### src/rtl/fpu_div.sv
// fpu_div: iterative single-precision divider (OP1 / OP2), one restoring
// division step per clock. The quotient is truncated. Exponent overflow and
// underflow wrap silently. Denormal inputs are treated as normal numbers.
//
// Optional build macro FPU_DIV_SPECIAL_EN enables special-operand handling
// (zero, infinity, NaN), which produces its result one cycle after the start.
// Without the macro, every operand takes the full 26-cycle arithmetic path.
module fpu_div (
    input  logic        clk,
    input  logic        rst,
    input  logic [31:0] OP1,
    input  logic [31:0] OP2,
    input  logic        div_select,
    output logic [31:0] Result,
    output logic        valid,
    output logic        busy
);

    localparam logic [1:0] S_IDLE = 2'd0;
    localparam logic [1:0] S_DIV  = 2'd1;
    localparam logic [1:0] S_NORM = 2'd2;

    localparam logic [4:0] LAST_STEP = 5'd24;

    logic [1:0]  r_state;
    logic        r_sign;
    // Only the low byte of the biased exponent reaches the result. Overflow
    // wraps, so 8-bit arithmetic gives the same bits as a wider signed sum.
    logic [7:0]  r_exp;
    logic [25:0] r_rem;
    logic [23:0] r_div;
    logic [24:0] r_q;
    logic [4:0]  r_cnt;
    logic [31:0] r_result;
    logic        r_valid;
    logic        r_busy;

    logic        w_sign;
    logic [7:0]  w_exp_start;
    logic        w_ge;
    logic [25:0] w_rem_sub;
    logic [25:0] w_rem_next;
    logic [24:0] w_q_next;
    logic [7:0]  w_norm_exp;
    logic [22:0] w_norm_frac;

    assign w_sign      = OP1[31] ^ OP2[31];
    assign w_exp_start = OP1[30:23] - OP2[30:23] + 8'd127;

    // One restoring step: subtract the divisor when it fits, then shift.
    assign w_ge        = (r_rem >= {2'b00, r_div});
    assign w_rem_sub   = w_ge ? (r_rem - {2'b00, r_div}) : r_rem;
    assign w_rem_next  = w_rem_sub << 1;
    assign w_q_next    = {r_q[23:0], w_ge};

    // The mantissa ratio lies in (0.5, 2), so the quotient leads with either
    // q[24] or q[23]. The second case needs one more place of normalisation.
    assign w_norm_exp  = r_q[24] ? r_exp : (r_exp - 8'd1);
    assign w_norm_frac = r_q[24] ? r_q[23:1] : r_q[22:0];

`ifdef FPU_DIV_SPECIAL_EN
    logic        r_special;
    logic [31:0] r_spec_res;

    logic        w_max1;
    logic        w_max2;
    logic        w_nan1;
    logic        w_nan2;
    logic        w_inf1;
    logic        w_inf2;
    logic        w_zero1;
    logic        w_zero2;
    logic        w_special;
    logic [31:0] w_spec_res;

    assign w_max1    = (OP1[30:23] == 8'hFF);
    assign w_max2    = (OP2[30:23] == 8'hFF);
    assign w_nan1    = w_max1 & (|OP1[22:0]);
    assign w_nan2    = w_max2 & (|OP2[22:0]);
    assign w_inf1    = w_max1 & ~(|OP1[22:0]);
    assign w_inf2    = w_max2 & ~(|OP2[22:0]);
    assign w_zero1   = ~(|OP1[30:0]);
    assign w_zero2   = ~(|OP2[30:0]);
    assign w_special = w_max1 | w_max2 | w_zero1 | w_zero2;

    // Select the fixed result for special operands; indeterminate forms first.
    always_comb begin
        w_spec_res = 32'h0000_0000;
        if (w_nan1 | w_nan2 | (w_zero1 & w_zero2) | (w_inf1 & w_inf2)) begin
            w_spec_res = 32'h7FC0_0000;
        end else if (w_zero2 | w_inf1) begin
            w_spec_res = {w_sign, 31'h7F80_0000};
        end else begin
            w_spec_res = {w_sign, 31'h0000_0000};
        end
    end
`endif

    // Control FSM and datapath registers: start capture, division steps, normalise.
    always_ff @(posedge clk) begin
        if (rst) begin
            r_state    <= S_IDLE;
            r_sign     <= 1'b0;
            r_exp      <= 8'd0;
            r_rem      <= 26'd0;
            r_div      <= 24'd0;
            r_q        <= 25'd0;
            r_cnt      <= 5'd0;
            r_result   <= 32'h0000_0000;
            r_valid    <= 1'b0;
            r_busy     <= 1'b0;
`ifdef FPU_DIV_SPECIAL_EN
            r_special  <= 1'b0;
            r_spec_res <= 32'h0000_0000;
`endif
        end else begin
            r_valid <= 1'b0;
            case (r_state)
                S_IDLE: begin
                    if (div_select) begin
                        r_sign <= w_sign;
                        r_exp  <= w_exp_start;
                        r_rem  <= {2'b00, 1'b1, OP1[22:0]};
                        r_div  <= {1'b1, OP2[22:0]};
                        r_q    <= 25'd0;
                        r_cnt  <= 5'd0;
                        r_busy <= 1'b1;
`ifdef FPU_DIV_SPECIAL_EN
                        if (w_special) begin
                            r_special  <= 1'b1;
                            r_spec_res <= w_spec_res;
                            r_state    <= S_NORM;
                        end else begin
                            r_special  <= 1'b0;
                            r_state    <= S_DIV;
                        end
`else
                        r_state <= S_DIV;
`endif
                    end
                end
                S_DIV: begin
                    r_rem <= w_rem_next;
                    r_q   <= w_q_next;
                    r_cnt <= r_cnt + 5'd1;
                    if (r_cnt == LAST_STEP) begin
                        r_state <= S_NORM;
                    end
                end
                S_NORM: begin
`ifdef FPU_DIV_SPECIAL_EN
                    if (r_special) begin
                        r_result <= r_spec_res;
                    end else begin
                        r_result <= {r_sign, w_norm_exp, w_norm_frac};
                    end
`else
                    r_result <= {r_sign, w_norm_exp, w_norm_frac};
`endif
                    r_valid <= 1'b1;
                    r_busy  <= 1'b0;
                    r_state <= S_IDLE;
                end
                default: begin
                    r_state <= S_IDLE;
                    r_busy  <= 1'b0;
                end
            endcase
        end
    end

    assign Result = r_result;
    assign valid  = r_valid;
    assign busy   = r_busy;

endmodule

### config.mk
export PLATFORM = sky130hd
export DESIGN_NAME = fpu_div
export DESIGN_NICKNAME = d
export VERILOG_FILES = /design/src/rtl/fpu_div.sv
export SDC_FILE = /design/constraint.sdc
export NUM_CORES = 1
export LEC_CHECK = 0
export BUFFER_PORTS_ARGS = -buffer_cell sky130_fd_sc_hd__buf_2
export CAP_MARGIN = 20
export CORE_AREA = 2 2 126 128
export DETAILED_ROUTE_END_ITERATION = 12
export DIE_AREA = 0 0 128 130
export PLACE_DENSITY = 0.62
export SLEW_MARGIN = 0
export SYNTH_ARGS = -nofsm -noshare
export SYNTH_HDL_FRONTEND = slang
export SYNTH_SLANG_ARGS = --single-unit
### constraint.sdc
create_clock -name clk -period 7.3 [get_ports clk]
set_input_delay 0.73 -clock clk [delete_from_list [all_inputs] [get_ports clk]]
set_output_delay 0.73 -clock clk [all_outputs]
set_load 0.005 [all_outputs]
==> flow_summary_export.csv <==
group,metric,value,unit
cts,clock_path_buffers,2,
pwr,ir_drop,178.2,uV
worst_setup_path,cpPeakStageDelay,0.78,ns
drt,postRouteAntennaNets,0,
sta,min_period,3.272,ns
synthesis,ys_seq_area_share,36.91,%
worst_setup_path,path_depth,11,
cts,numClockSinks,125,
floorplan,die_h,130,um
drt,drt-total-wl,15630,um
cts,h-tree-depth,4,
cells_and_area,seq_area,2502,um2
synthesis,synth_cells,820,
worst_setup_path,startpoint_type,"flop",
drt,drc,0,
cts,cts_tree,"yes",
worst_setup_path,r2r-start,"r_rem[0]",
sta,slew_headroom,30.02,%
placed_design,place.gp.congestion,0.8382,
global_route,grt_util_met3,4.633,%
synthesis,synth.distinct_cells,58,
synthesis,synth.avg_cell_area,8.269,um2
synthesis,syn-cell-area,6780,um2
synthesis,ys_async_sr_fraction,0,%
cells_and_area,fillers,1508,
worst_setup_path,rrSetupSlack,4.03,ns
worst_setup_path,cp-endpoint,"r_rem[10]",
placed_design,dp_hpwl,10520,um
run,drv_cap,0,
cts,cts_root_buffer,"clkbuf_16",
floorplan,io-pin-count,101,
synthesis,ys_warn_count,0,
worst_setup_path,crit_fanout,19,
global_route,track_usage,19.45,%
cts,clk_pin_slew,0.06,ns
cells_and_area,synthToLayoutAreaGrowth,17.36,%
sta,rsz0062_at_grt,"false",
synthesis,yosysTopAreaCell,"dfxtp_1",
global_route,antenna_found_initial,0,
cts,holdBufCountCts,0,
cells_and_area,final_layout_size_suffix_gt1_share,16.68,%
drt,via_count,5889,
floorplan,fp.coreArea,15420,um2
cells_and_area,fin_nets,1007,
pwr,p_sw_share,32.99,%
synthesis,yosys_most_used_dff,"dfxtp_1",
drt,drt-wirelength-per-cell,14.17,um
pwr,p_total,2.188,mW
cts,post-cts-setup-buffers,0,
synthesis,synth.net_count,929,
placed_design,io_buffers,100,
worst_setup_path,cp-startpoint,"r_rem[0]",
worst_setup_path,path_buf_inv,2,
global_route,grt_use_met1,25.62,%
sta,drv_slew,0,
sta,skew,0.008094,ns
min_path,worstHoldPathType,"flop to flop",
worst_setup_path,path_class,"flop to flop",
synthesis,synth_area_leaders,"dfxtp_1 (37%), nand2_1 (7.9%), ha_1 (7.4%)",
global_route,busiest_layer,"met2",
floorplan,start_util,43.96,%
worst_setup_path,cp.required,7.62,ns
sta,setup_viol,0,
global_route,met2_usage,31.17,%
pwr,seq_power_share,34.4,%
floorplan,die_x,128,um
sta,final.setup.tns,0,ns
sta,fmax,305.6,MHz
synthesis,ys_seq_elements,125,
cts,ctsResizeCount,0,
pwr,power_switching,0.7218,mW
cts,numCtsBuffers,17,
drt,viasPerCell,5.339,
worst_setup_path,end_kind,"flop",
cells_and_area,n_antenna_cell,0,
global_route,gr-total-overflow,0,
worst_setup_path,cpMostUsedCell,"inv_1",
floorplan,rows,46,
drt,first_iter_violations,261,
worst_setup_path,ff2ff_path_depth,11,
worst_setup_path,crit_family,"compound AO/OA/AOI/OAI gates",
drt,dr.pass1.iters,4,
sta,fin_hold_ws,0.4522,ns
worst_setup_path,arrival,3.60,ns
pwr,power_density,274.9,nW/um2
pwr,p_int,1.466,mW
worst_setup_path,crit_slowest_cell,"or3_1",
global_route,grt_pass1_wl,26040,um
worst_setup_path,cp_cell_sequence,"inv_1 -> ha_1 -> inv_1 -> fa_1 -> a21o_1 -> a221oi_4 -> o221a_4 -> a211oi_2 -> or3_1 -> mux2i_1 -> a211oi_1",
global_route,grt_pass1_vias,5379,
global_route,grt_max_degree,63,
pwr,p_leak,3.331,nW
worst_setup_path,timing.rr.end,"r_rem[10]",
cts,clk_latency,0.42,ns
synthesis,synth_top_area_share,36.91,%
sta,worst_pin_slew,1.044,ns
synthesis,synth-edff-count,0,
cells_and_area,multiInputGateArea,3919,um2
sta,finalCritPeriodShare,44.83,%
sta,hold_viol,0,
status,status,"finished, final reports clean",
pwr,power_frac_clock,36.0,%
pwr,combPwrFrac,29.6,%
floorplan,die_area,16640,um2
-- metrics by stage --
step           area (um2)  cells  setup slack (ns)  util [%]
4_1_cts              7958   1103             4.026     51.59
2_1_floorplan        6780    820             4.597         -
3_5_place_dp         7406   1071             4.048     48.01
3_3_place_gp         7406   1071             4.113     48.01
6_report             7958   1103             4.028     51.59
5_1_grt              7958   1103             3.844     51.59
-- logic make-up after synthesis --
| logic type | share of synthesized area, % |
|---|---|
| AND/OR/NAND/NOR | 17.62 |
| AO/OA/AOI/OAI | 21.74 |
| flip-flops | 36.91 |
| buffers and inverters | 5.628 |
| multiplexers | 6.385 |
| adder cells (fa/ha/maj) | 7.972 |
| XOR/XNOR | 3.746 |
-- power by group through the flow --
stage | combinational, mW | clock (mW) | sequential (mW)
global placement | 0.643 | 0 | 0.766
finish | 0.648 | 0.788 | 0.752
detailed placement | 0.645 | 0 | 0.766
CTS | 0.650 | 0.809 | 0.752
global route | 0.725 | 0.840 | 0.757
floorplan | 0.526 | 0 | 0.757
-- synthesized netlist by cell type (21+ instances only) --
cell type,number
inv_1,47
ha_1,40
nor2_1,47
a21oi_1,75
nand2_1,142
nand3_1,21
a22o_1,25
a211oi_1,39
dfxtp_1,125
mux2i_1,41
xnor2_1,22
clkbuf_1,42
-- worst min-delay path by stage --
stage	cells after the start	end	startpoint
final	2	r_div[1]	r_div[1]
after floorplan	2	r_q[0]	r_q[0]
after global placement	2	r_div[15]	r_div[15]
after detailed placement	2	r_div[22]	r_div[22]
after CTS	2	r_div[22]	r_div[22]
after global routing	2	r_div[22]	r_div[22]
-- flip-flops by register name, indices dropped and copies added (netlist names) --
name,count
r_cnt,5
r_rem,26
r_sign,1
Result,32
r_state,2
busy,1
r_div,24
r_q,25
r_exp,8
valid,1
-- routing by layer --
| metal | vias up | wire length (um) |
|---|---|---|
| met5 | - | 0 |
| met4 | 0 | 251 |
| met3 | 17 | 658 |
| met2 | 120 | 7079 |
| met1 | 2679 | 7637 |
| li1 | 3073 | - |
-- placed cells by master, fill, tap and decap left out, drive strengths merged, types with 21 or more instances in the layout --
cell    count
xnor2      22
dfxtp     125
buf       109
nor2       47
a21oi      75
mux2i      41
nand3      21
a22o       25
a211oi     40
ha         40
inv        49
nand2     142
-- worst min-delay path, cell delays in order, from the launching register on --
cell     delay, ns
dfxtp_1       0.31
nand2_1       0.05
a21oi_1       0.05
-- final cells by class --
type                       instances  area share [%]
multi-input combinational        598           49.25
sequential                       125           31.45
clock buffer                      19           5.440
timing repair buffer             109           7.138
inverter                          47           2.217
tap                              192           3.019
clock inverter                    13           1.494
Note: power is estimated with default switching activity, not from simulation.
